$ cat src/rtl/oci_dct_packer.sv
// rtl/oci_dct_packer.sv - packs 2-bit trace atoms into frames with flush and end-of-trace handling
module oci_dct_packer #(
  parameter int MAX_ATOMS = 15
) (
  input  logic        clk,
  input  logic        reset_n,
  input  logic        atom_valid,
  input  logic [1:0]  atom,
  output logic        atom_ready,
  input  logic        flush,
  output logic        frame_valid,
  input  logic        frame_ready,
  output logic [29:0] dct_buffer,
  output logic [3:0]  dct_count,
  output logic        test_ending,
  output logic        test_has_ended,
  output logic [7:0]  stall_cnt
);

  typedef enum logic [1:0] {
    ST_ACCUM = 2'd0,
    ST_FLUSH = 2'd1,
    ST_ENDED = 2'd2
  } state_t;

  localparam logic [3:0] MAX_CNT = 4'(MAX_ATOMS);

  state_t      state_q, state_d;
  logic [29:0] acc_buf_q, acc_buf_d;
  logic [3:0]  acc_cnt_q, acc_cnt_d;
  logic [29:0] dct_buffer_q, dct_buffer_d;
  logic [3:0]  dct_count_q, dct_count_d;
  logic        frame_valid_q, frame_valid_d;
  logic [7:0]  stall_cnt_q, stall_cnt_d;

  logic        slot_free;
  logic        accept;
  logic        load;

  // Ready is purely a function of registered state (and reset), never of frame_ready
  always_comb begin
    atom_ready = reset_n && (state_q == ST_ACCUM) && (acc_cnt_q < MAX_CNT);
    slot_free  = !frame_valid_q || frame_ready;
    accept     = atom_valid && atom_ready;
  end

  // Next-state: accumulate, move completed or flushed frames to the output register, track stalls
  always_comb begin
    state_d       = state_q;
    acc_buf_d     = acc_buf_q;
    acc_cnt_d     = acc_cnt_q;
    dct_buffer_d  = dct_buffer_q;
    dct_count_d   = dct_count_q;
    frame_valid_d = frame_valid_q;
    stall_cnt_d   = stall_cnt_q;
    load          = 1'b0;

    if (accept) begin
      for (int k = 0; k < 15; k++) begin
        if (acc_cnt_q == 4'(k)) begin
          acc_buf_d[2*k +: 2] = atom;
        end
      end
      acc_cnt_d = acc_cnt_q + 4'd1;
    end

    // A full accumulator always moves out; a partial one only once flushing
    if (slot_free && ((acc_cnt_d == MAX_CNT) ||
                      ((state_q == ST_FLUSH) && (acc_cnt_d != 4'd0)))) begin
      load = 1'b1;
    end

    if (load) begin
      dct_buffer_d  = acc_buf_d;
      dct_count_d   = acc_cnt_d;
      frame_valid_d = 1'b1;
      acc_buf_d     = 30'd0;
      acc_cnt_d     = 4'd0;
    end else if (frame_valid_q && frame_ready) begin
      frame_valid_d = 1'b0;
    end

    if ((state_q == ST_ACCUM) && atom_valid && !atom_ready && (stall_cnt_q != 8'hFF)) begin
      stall_cnt_d = stall_cnt_q + 8'd1;
    end

    case (state_q)
      ST_ACCUM: begin
        if (flush) begin
          state_d = ST_FLUSH;
        end
      end
      ST_FLUSH: begin
        // Done once nothing is left to send and the output slot drains this edge
        if ((acc_cnt_q == 4'd0) && slot_free) begin
          state_d = ST_ENDED;
        end
      end
      ST_ENDED: begin
        state_d = ST_ENDED;
      end
      default: begin
        state_d = ST_ACCUM;
      end
    endcase
  end

  // State register with asynchronous clear; any partial or pending frame is dropped
  always_ff @(posedge clk or negedge reset_n) begin
    if (!reset_n) begin
      state_q       <= ST_ACCUM;
      acc_buf_q     <= 30'd0;
      acc_cnt_q     <= 4'd0;
      dct_buffer_q  <= 30'd0;
      dct_count_q   <= 4'd0;
      frame_valid_q <= 1'b0;
      stall_cnt_q   <= 8'd0;
    end else begin
      state_q       <= state_d;
      acc_buf_q     <= acc_buf_d;
      acc_cnt_q     <= acc_cnt_d;
      dct_buffer_q  <= dct_buffer_d;
      dct_count_q   <= dct_count_d;
      frame_valid_q <= frame_valid_d;
      stall_cnt_q   <= stall_cnt_d;
    end
  end

  // Output drive from registered state
  always_comb begin
    frame_valid    = frame_valid_q;
    dct_buffer     = dct_buffer_q;
    dct_count      = dct_count_q;
    stall_cnt      = stall_cnt_q;
    test_ending    = (state_q != ST_ACCUM);
    test_has_ended = (state_q == ST_ENDED);
  end

endmodule

$ cat config.mk
export PLATFORM = sky130hd
export DESIGN_NAME = oci_dct_packer
export DESIGN_NICKNAME = d
export VERILOG_FILES = /design/src/rtl/oci_dct_packer.sv
export SDC_FILE = /design/constraint.sdc
export NUM_CORES = 1
export LEC_CHECK = 0
export BUFFER_PORTS_ARGS = -buffer_cell sky130_fd_sc_hd__clkbuf_2
export CORE_MARGIN = 2
export CORE_UTILIZATION = 56
export DETAILED_ROUTE_END_ITERATION = 10
export PLACE_DENSITY = 0.77
export SLEW_MARGIN = 20
export SYNTH_ARGS = -nofsm -noshare
export SYNTH_HDL_FRONTEND = slang
export SYNTH_SLANG_ARGS = --single-unit
$ cat constraint.sdc
create_clock -name clk -period 3.04 [get_ports clk]
set_clock_uncertainty 0.1 [all_clocks]
set_input_delay 0.76 -clock clk [delete_from_list [all_inputs] [get_ports clk]]
set_output_delay 0.76 -clock clk [all_outputs]
set_load 0.02 [all_outputs]
== After elaboration in Yosys (flattened, before gate mapping) ==
Index checks and enable logic that the tools add are counted.
Cells by class
  reductions and logical operators: 20
  div/mod/pow operators: 0
  $lt $le $gt $ge: 1
  shifts and indexed selects: 0
  eq/ne operators: 20
  add/subtract/negate cells: 2
  multipliers: 0
  muxes and demuxes: 25
  bitwise operators: 0
Operators by type and width (number)
  30-bit two-way mux: 2
  2-bit two-way mux: 17
  4-bit equality test (second input constant): 8
  4-bit by 3-bit equality test with 1-bit output (second input constant): 4
  1-bit logical AND: 10
  8-bit by 1-bit adder with 8-bit output (second input constant): 1
  4-bit by 2-bit equality test with 1-bit output (second input constant): 2
  4-bit two-way mux: 2
  8-bit != test (second input constant): 1
  2-bit case mux with 3 select lines: 1
  4-bit by 1-bit adder with 4-bit output (second input constant): 1
  4-bit by 1-bit equality test with 1-bit output (second input constant): 1
  4-bit logical NOT: 1
  4-bit less-than comparator (second input constant): 1
  2-bit nonzero test: 2
  4-bit nonzero test: 1
  1-bit two-way mux: 3
  2-bit by 1-bit equality test with 1-bit output (second input constant): 1
  2-bit equality test (second input constant): 1
  1-bit logical NOT: 2
  2-bit logical NOT: 1
  1-bit logical OR: 2
  2-bit by 1-bit != test with 1-bit output (second input constant): 1
  2-bit != test (second input constant): 1
  2-bit AND reduction: 1
Word-level totals
  memories: 0
  flip-flop bits (word level): 79
  RAM bits: 0
  bits of input ports: 7
  output and inout port bits: 46
  word-level logic and storage cells: 75
  latch bits: 0
  memory bits (read-only): 0

== Logic depth before layout (Yosys ltp) ==
Gate-level depths: netlist of run 1.
  depth after elaboration: 11
  depth in mapped cells: 10
  gate-level depth less buffers: 7

== Least setup slack after synthesis of run 1 ==
OpenSTA, ideal clock, no wires.
  path type: input -> register
  start: input port reset_n
  end: register dct_count_q[2], in the netlist dct_count[2]
  library setup time: 127 ps
  path slack: 835 ps
  data required time: 2813 ps
  stages on the path: 7
  arrival time: 1977 ps
  cell sequence: and3_1 -> buf_4 -> o31ai_1 -> a41o_2 -> a21oi_2 -> buf_6 -> mux2_1
On the way
  word-level cells in the longest chain between the ends: 9
Ends and longest elaborated chain
  from (decl): line 6  | input logic reset_n,
  1-bit logical AND (*) (2 in a row): line 42  | atom_ready = reset_n && (state_q == ST_ACCUM) && (acc_cnt_q < MAX_CNT);
  1-bit logical AND (*): line 44  | accept = atom_valid && atom_ready;
  4-bit two-way mux (*): line 58  | if (accept) begin
  4-bit nonzero test: line 69  | ((state_q == ST_FLUSH) && (acc_cnt_d != 4'd0)))) begin
  1-bit logical AND: line 69
  1-bit logical OR: line 68  | if (slot_free && ((acc_cnt_d == MAX_CNT) ||
  1-bit logical AND: line 68
  1-bit two-way mux: line 68
  to (signal assigned): line 123  | dct_count_q <= dct_count_d;
  to (decl): line 32  | logic [3:0] dct_count_q, dct_count_d;
Every way passes the cells marked *; elsewhere a longest branch is shown, timed or not.
A chain may end at the register's enable or synchronous reset.

== Worst setup path after layout of run 1 ==
  start: register state_q[0]
  end: register dct_buffer_q[28], in the netlist dct_buffer[28]
On the way
  word-level cells in the longest chain between the ends: 10
Ends and longest elaborated chain
  from (decl): line 28  | state_t state_q, state_d;
  from (signal assigned): line 119  | state_q <= state_d;
  2-bit logical NOT: line 42
  1-bit logical AND (2 in a row): line 42
  1-bit logical AND: line 44
  4-bit two-way mux: line 58
  4-bit nonzero test: line 69
  1-bit logical AND: line 69
  1-bit logical OR: line 68
  1-bit logical AND: line 68
  1-bit two-way mux: line 68
  to (signal assigned): line 122  | dct_buffer_q <= dct_buffer_d;
  to (decl): line 31  | logic [29:0] dct_buffer_q, dct_buffer_d;
Several ways; a longest one is shown, not always the timed one.

==> results of run 1 <==
-- area by class of cell --
cell class	count	area share [%]
flip-flops and latches	79	48.5
multi-input cells	181	32.8
repair buffers	57	7.67
clock buffers	11	3.71
inverters	40	3.68
well taps	75	2.30
clock inverters	5	1.38
-- per-stage QoR --
| step | power, mW | hold slack (ps) | area [um2] | cells | setup slack [ps] |
|---|---|---|---|---|---|
| after floorplan | 2.65 | 364 | 3540 | 313 | 835 |
| after global placement | 3.06 | 382 | 3870 | 432 | 431 |
| after detailed placement | 3.10 | 387 | 3870 | 432 | 317 |
| after CTS | 3.92 | 290 | 4080 | 448 | 386 |
| after global routing | 4.13 | 313 | 4080 | 448 | 200 |
| final | 3.87 | 298 | 4080 | 448 | 370 |
-- Yosys cell counts, types with 2 or more instances --
library cell	number
nand3_1	4
inv_1	40
nand4_1	4
buf_4	3
buf_2	4
nor2_1	51
mux2_2	4
ha_1	9
xor2_1	3
o31ai_1	2
xnor2_1	6
a21oi_1	3
buf_6	3
and3_1	5
clkbuf_1	2
nor2b_1	2
mux2i_1	62
dfrtp_1	79
o21ai_0	4
nand2_1	9
nand3b_1	2
-- metal layers --
layer  track usage, %  share of wire [%]
met1             26.8                 47
met2             31.8                 47
met3             4.85                4.5
met4             6.60                1.8
met5                0                  0
-- cell families after synthesis --
logic type,Yosys count,synth area share [%]
AOI/OAI and AO/OA,16,3.11
xor gates and xnor gates,9,2.22
adders and majority gates,9,3.18
buffers and inverters,53,6.74
DFF,79,55.8
muxes,67,19.1
and+or+nand+nor,80,9.88
-- layout by cell type, fill, tap and decap left out, types with 2 or more instances in the layout --
master | synthesis | routed
nor2b_1 | 2 | 2
ha_1 | 9 | 9
nand3_1 | 4 | 4
nand2_1 | 9 | 9
o31ai_1 | 2 | 2
nor2_1 | 51 | 51
clkbuf_2 | 1 | 51
inv_1 | 40 | 40
xnor2_1 | 6 | 6
clkinv_2 | 0 | 2
mux2_2 | 4 | 4
mux2i_1 | 62 | 62
buf_4 | 3 | 5
o21ai_0 | 4 | 4
and3_1 | 5 | 5
clkbuf_8 | 0 | 11
dfrtp_1 | 79 | 79
a21oi_1 | 3 | 3
nand3b_1 | 2 | 2
nand4_1 | 4 | 4
xor2_1 | 3 | 3
-- sequential cells by signal, summed over array words and instances, names as in the netlist --
| name | count |
|---|---|
| acc_buf_q | 30 |
| dct_buffer | 30 |
| stall_cnt | 8 |
| acc_cnt_q | 4 |
| dct_count | 4 |
| state_q | 2 |
| frame_valid | 1 |
-- final timing paths --
kind                               from  cells past startpoint        endpoint
max                          state_q[0]                      8  dct_buffer[28]
min                             reset_n                      2    stall_cnt[2]
max reg2reg                  state_q[0]                      8  dct_buffer[28]
min reg2reg                stall_cnt[6]                      1    stall_cnt[6]
max in group asynchronous       reset_n                      2    acc_cnt_q[0]
min in group clk           stall_cnt[6]                      1    stall_cnt[6]
-- report_power, final --
group / internal [mW] / switching [mW]
combinational: 0.551 / 0.939
clock: 0.423 / 0.380
sequential: 1.37 / 0.211
==> metrics.yaml, run 1 <==
arrival_ps: 2830
first_pass_iters: 4
setup_tns_ps: 0
ys.flop_type: "dfrtp_1"
die_h_um: 83.6
grt_max_degree: 62
power_density_mw_per_mm2: 950
synth_top_area_cell: "dfrtp_1"
synth_top_area_share_pct: 55.8
vias: 2316
syn_to_final_growth_pct: 15.0
core_area_mm2: 0.00603
leakagePower_nw: 1.98
cts_max_level: 3
ant_nets: 0
status: "complete, no violations"
fin_nets: 384
grt_pass1_vias: 2321
critPathRequiredTime_ps: 3200
slew_headroom_pct: 50.4
hold_buffers: 0
synth-async-reset-ratio_pct: 100
hold_viol: 0
cts_tree: "built"
tightest_slew_ps: 744
drv_cap: 0
dieArea_mm2: 0.00698
ys_top_cells_by_area: "dfrtp_1 56%, mux2i_1 18%, nor2_1 5.4%, inv_1 4.2%, ha_1 3.2%"
synthCells: 313
grt_overflow_total: 0
synth_edf_count: 0
fin_crit_sh_pct: 87.8
syn_area_mm2: 0.00354
rsz0062_at_grt: "no"
num-fill-cells: 475
max_stage_delay_ps: 410
finalSetupViolations: 0
synth_warnings: 0
crit_chain: "inv_1 -> ha_1 -> and3_1 -> nand4_1 -> o2bb2ai_1 -> a21oi_4 -> buf_4 -> mux2i_1"
post_cts_buffers: 0
drc_errors: 0
path_delay_family: "compound AO/OA/AOI/OAI gates"
drt-total-wl_um: 6450
fp.dieW_um: 83.6
cts.clk_slew.worst_paths_ps: 80
drtIter0Drc: 141
critPathBufInv: 2
wl_per_cell_um: 14.4
path_class: "reg2reg"
drv_slew: 0
cts.sinks: 79
grt_usage_pct: 19.9
io_buffers: 52
seqCellArea_mm2: 0.00198
grt_first_pass_wirelength_um: 11100
cts_root_buffer: "clkbuf_8"
final_util_pct: 67.7
path_max_fanout: 12
fmax_mhz: 375
period_minus_slack_ps: 2670
clock_latency_ps: 350
max-clock-path-buffers: 2
ys_ff_latch: 79
place_congestion: 0.846
multiInputGateArea_mm2: 0.00134
insertedDiodeCount: 0
worst_setup_path_end_kind: "register"
ir_worst_vdd_uv: 690
syn-num-nets: 329
seq_area_frac_synth_pct: 55.8
rrSetupSlack_ps: 370
ys_types: 33
hp-class: "in2async"
cts_resized: 0
syn_avg_cell_area_um2: 11.3
io-pin-count: 53
fp-row-count: 28
crit_path_start_kind: "register"
vias_per_cell: 5.17
dp_hpwl_um: 4470
numCtsBuffers: 9
start_util_pct: 58.8
layout-drive-gt1-share_pct: 21.2
grt_antenna_before_repair: 0
crit_slowest_cell: "a21oi_4"
Power figures use the tool's default switching activity.
==> run 2, diff against run 1 <==
ABC_CLOCK_PERIOD_IN_PS = 3040   (was unset)
CORE_UTILIZATION = 55   (was 56)
PLACE_DENSITY = 0.75   (was 0.77)
==> metrics.yaml, run 2 (synthesis results as in run 1) <==
leakagePower_nw: 1.96  # -0.88%
arrival_ps: 1770  # -1060 ps
wl_per_cell_um: 14.3  # -0.62%
dp_hpwl_um: 4490  # +0.41%
grt_usage_pct: 19.6  # -0.28 points
grt_pass1_vias: 2247  # -3.2%
drv_slew: 0  # unchanged
cts_tree: "built"
drt-total-wl_um: 6400  # -0.84%
start_util_pct: 56.5  # -2.4 points
tightest_slew_ps: 927  # +183 ps
worst_setup_path_end_kind: "output port"
fin_crit_sh_pct: 86.5  # -1.3 points
fp.dieW_um: 84.3  # +0.86%
critPathRequiredTime_ps: 2180  # -1020 ps
clock_latency_ps: 340  # about the same
cts_max_level: 3  # unchanged
grt_overflow_total: 0  # unchanged
io-pin-count: 53  # unchanged
die_h_um: 84.3  # +0.86%
hold_buffers: 0  # unchanged
cts_root_buffer: "clkbuf_8"
place_congestion: 0.920  # +8.8%
status: "complete, no violations"
stdcell_area_mm2: 0.00404  # -0.98%
dp_cells: 433  # +0.23%
fin_nets: 383  # -0.26%
ir_worst_vdd_uv: 526  # -24%
vias: 2325  # +0.39%
drtIter0Drc: 138  # -2.1%
final_util_pct: 64.3  # -3.3 points
max-clock-path-buffers: 2  # unchanged
cts.sinks: 79  # unchanged
layout-drive-gt1-share_pct: 20.3  # -0.91 points
drc_errors: 0  # unchanged
slew_headroom_pct: 38.2  # -12 points
dieArea_mm2: 0.00710  # +1.7%
fp-row-count: 29  # +3.6%
crit_slowest_cell: "dfrtp_1"
grt_first_pass_wirelength_um: 11000  # -1.3%
path_max_fanout: 8  # -4
core_area_mm2: 0.00628  # +4.2%
insertedDiodeCount: 0  # unchanged
grt_antenna_before_repair: 0  # unchanged
final_common_cell: "dfrtp_1"
fmax_mhz: 380  # +1.5%
layout_common_cells: "79 x dfrtp_1, 62 x mux2i_1, 51 x nor2_1, 51 x clkbuf_2, 40 x inv_1"
hp-class: "in2async"
worst_slack_ps: 409  # +39.0 ps
rsz0062_at_grt: "no"
cts_resized: 0  # unchanged
critPathBufInv: 1  # -1
power_density_mw_per_mm2: 944  # -0.64%
period_minus_slack_ps: 2630  # -39.0 ps
dpl-instance-area_mm2: 0.00385  # -0.45%
cts.clk_slew.worst_paths_ps: 70  # about the same
first_pass_iters: 4  # unchanged
hold_viol: 0  # unchanged
path_class: "reg2out"
ant_nets: 0  # unchanged
finalSetupViolations: 0  # unchanged
max_stage_delay_ps: 490  # +80 ps
post_cts_buffers: 0  # unchanged
syn_to_final_growth_pct: 13.9
drv_cap: 0  # unchanged
grt_max_degree: 77  # +24%
setup_tns_ps: 0  # unchanged
vias_per_cell: 5.20  # +0.61%
crit_chain: "ha_1 -> nand3_1 -> and3_1 -> clkbuf_2"
dp_slack_ps: 338  # +21.1 ps
finalNonFillerCells: 447  # -0.22%
crit_path_start_kind: "register"
path_delay_family: "flip-flops"
io_buffers: 52  # unchanged
numCtsBuffers: 9  # unchanged
[run 2: cell types whose count changed in the layout (fill, tap and decap cells not counted), sizes merged]
cell,previous run,this run
clkinv,3,1
buf,6,5
inv,40,41
clkinvlp,1,0
[run 2: power by group]
group          internal, mW  switching, mW  total, mW
Clock                 0.395          0.353      0.748
Sequential             1.37          0.208       1.58
Combinational         0.540          0.945       1.48
[run 2: final timing paths]
kind	start	end	slack, ps	depth (start not counted)
worst max-delay path	acc_cnt_q[0]	atom_ready	410	4
worst min-delay path	reset_n	acc_cnt_q[3]	120	1
worst max register to register	state_q[0]	dct_buffer[24]	460	8
worst min register to register	stall_cnt[6]	stall_cnt[6]	400	1
max in group asynchronous	reset_n	dct_count[0]	1610	2
min in group clk	stall_cnt[6]	stall_cnt[6]	400	1
[run 2: final cells by class]
cell class / count / area (um2)
fillers: 531 / 2240
flip-flops and latches: 79 / 1980
well taps: 77 / 96.3
clock inverters: 3 / 43.8
repair buffers: 56 / 293
clock buffers: 11 / 141
inverters: 40 / 150
multi-input cells: 181 / 1340
[run 2: stage by stage]
stage	power, mW	hold slack [ps]
global placement	3.04	378
global route	4.08	116
CTS	3.86	109
finish	3.81	124
detailed placement	3.09	399
floorplan	2.65	364
[run 2: per-layer routing]
layer	global-route usage, %	vias up	wire (um)
met5	0	-	0
met4	8.36	0	118
met2	29.4	53	3040
li1	-	1122	-
met1	28.3	1142	3020
met3	3.54	8	220
==> run 3, diff against run 2 <==
CORE_MARGIN = unset   (was 2)
==> metrics.yaml, run 3 (synthesis results as in run 1) <==
finalNonFillerCells: 446  # -0.22%
vias: 2340  # +0.65%
cts_tree: "built"
reg2reg_from: "state_q[0]"
grt_antenna_before_repair: 0  # unchanged
dieArea_mm2: 0.00677  # -4.7%
fp-row-count: 28  # -3.4%
ir_worst_vdd_uv: 507  # -3.5%
io-pin-count: 53  # unchanged
fin_nets: 383  # unchanged
io_buffers: 52  # unchanged
drv_slew: 0  # unchanged
period_minus_slack_ps: 2650  # +21.1 ps
path_delay_family: "flip-flops"
dp_hpwl_um: 4430  # -1.3%
cp.depth: 4  # unchanged
insertedDiodeCount: 0  # unchanged
dp_slack_ps: 360  # +21.2 ps
max_stage_delay_ps: 470  # -20 ps
hold_buffers: 0  # unchanged
fmax_mhz: 377  # -0.80%
grt_usage_pct: 22.1  # +2.5 points
leakagePower_nw: 1.98  # +0.82%
status: "complete, no violations"
worst_slack_ps: 388  # -21.1 ps
slew_headroom_pct: 64.9  # +27 points
clock_latency_ps: 340  # about the same
hold_viol: 0  # unchanged
crit_chain: "ha_1 -> nand3_1 -> and3_1 -> clkbuf_2"
wl_per_cell_um: 14.5  # +1.6%
die_h_um: 82.3  # -2.4%
path_class: "reg2out"
place_congestion: 0.881  # -4.2%
drc_errors: 0  # unchanged
cts_root_buffer: "clkbuf_8"
grt_overflow_total: 0  # unchanged
hp-class: "in2async"
arrival_ps: 1790  # +20 ps
power_density_mw_per_mm2: 959  # +1.6%
final_common_cell: "dfrtp_1"
critPathBufInv: 1  # unchanged
num-fill-cells: 478  # -10%
max-clock-path-buffers: 2  # unchanged
ant_nets: 0  # unchanged
layout_common_cells: "79 x dfrtp_1, 62 x mux2i_1, 51 x nor2_1, 51 x clkbuf_2, 40 x inv_1"
cts.sinks: 79  # unchanged
crit_slowest_cell: "dfrtp_1"
fin_crit_sh_pct: 87.2  # +0.69 points
r2r_cells: 8  # unchanged
grt_pass1_vias: 2280  # +1.5%
fp.dieW_um: 82.3  # -2.4%
drtIter0Drc: 111  # -20%
finalSetupViolations: 0  # unchanged
fin_hold_ws_ps: 105  # -18.5 ps
first_pass_iters: 4  # unchanged
cts_max_level: 3  # unchanged
dp_cells: 431  # -0.46%
cts_resized: 0  # unchanged
drt-total-wl_um: 6480  # +1.3%
numCtsBuffers: 9  # unchanged
cts.clk_slew.worst_paths_ps: 80  # about the same
tightest_slew_ps: 526  # -401 ps
r2r_end: "dct_buffer[2]"
vias_per_cell: 5.25  # +0.87%
core_area_mm2: 0.00606  # -3.4%
worst_setup_path_end_kind: "output port"
post_cts_buffers: 0  # unchanged
critPathRequiredTime_ps: 2180  # about the same
path_max_fanout: 8  # unchanged
syn_to_final_growth_pct: 14.9
grt_max_degree: 44  # -43%
drv_cap: 0  # unchanged
rsz0062_at_grt: "no"
rrSetupSlack_ps: 470  # about the same
layout-drive-gt1-share_pct: 20.5  # +0.21 points
crit_path_start_kind: "register"
grt_first_pass_wirelength_um: 10800  # -1.5%
start_util_pct: 58.5  # +2.0 points
setup_tns_ps: 0  # unchanged
[run 3: cell types whose count changed in the layout (fill, tap and decap cells not counted), sizes merged]
cell    delta
bufinv     +1
clkinv     +1
inv        -1
[run 3: layout make-up]
type / count / area [um2] / area share [%]
inverter: 40 / 150 / 3.69
multi-input combinational: 181 / 1340 / 32.8
tap: 75 / 93.8 / 2.30
timing repair buffer: 56 / 305 / 7.49
sequential: 79 / 1980 / 48.5
clock buffer: 11 / 141 / 3.47
clock inverter: 4 / 70.1 / 1.72
[run 3: worst max-delay path by stage]
stage	from	endpoint	slack [ps]
5_1_grt	state_q[0]	dct_buffer[6]	250
4_1_cts	reset_n	atom_ready	390
6_report	acc_cnt_q[0]	atom_ready	390
3_3_place_gp	reset_n	atom_ready	420
3_5_place_dp	reset_n	dct_buffer[5]	360
2_1_floorplan	reset_n	dct_count[2]	840
[run 3: metal layers]
metal,GRT usage [%],vias to the layer above,routed length (um)
met2,33.3,51,3100
met3,5.38,9,200
met5,0,-,0
met4,10.7,0,120
li1,-,1121,-
met1,29.9,1159,3060
[run 3: power by group]
part | total [mW] | internal, mW | leakage, nW | switching [mW]
Sequential | 1.58 | 1.37 | 1.07 | 0.210
Combinational | 1.49 | 0.547 | 0.794 | 0.942
Clock | 0.839 | 0.478 | 0.109 | 0.361
[run 3: worst register-to-register path, cell delays in order, from the launching register on]
cell and delay, ps:
dfrtp_1 410, inv_1 110, ha_1 260, and3_1 370, nand4_1 170, o2bb2ai_1 210, a21oi_4 220, buf_4 400
mux2i_1 250
[run 3: stage by stage]
stage / total power [mW] / utilization, % / instance area [um2]
floorplan: 2.65 / - / 3540
global placement: 3.05 / 63.7 / 3860
detailed placement: 3.10 / 63.7 / 3860
CTS: 3.94 / 67.2 / 4070
global route: 4.18 / 67.2 / 4070
finish: 3.91 / 67.2 / 4070
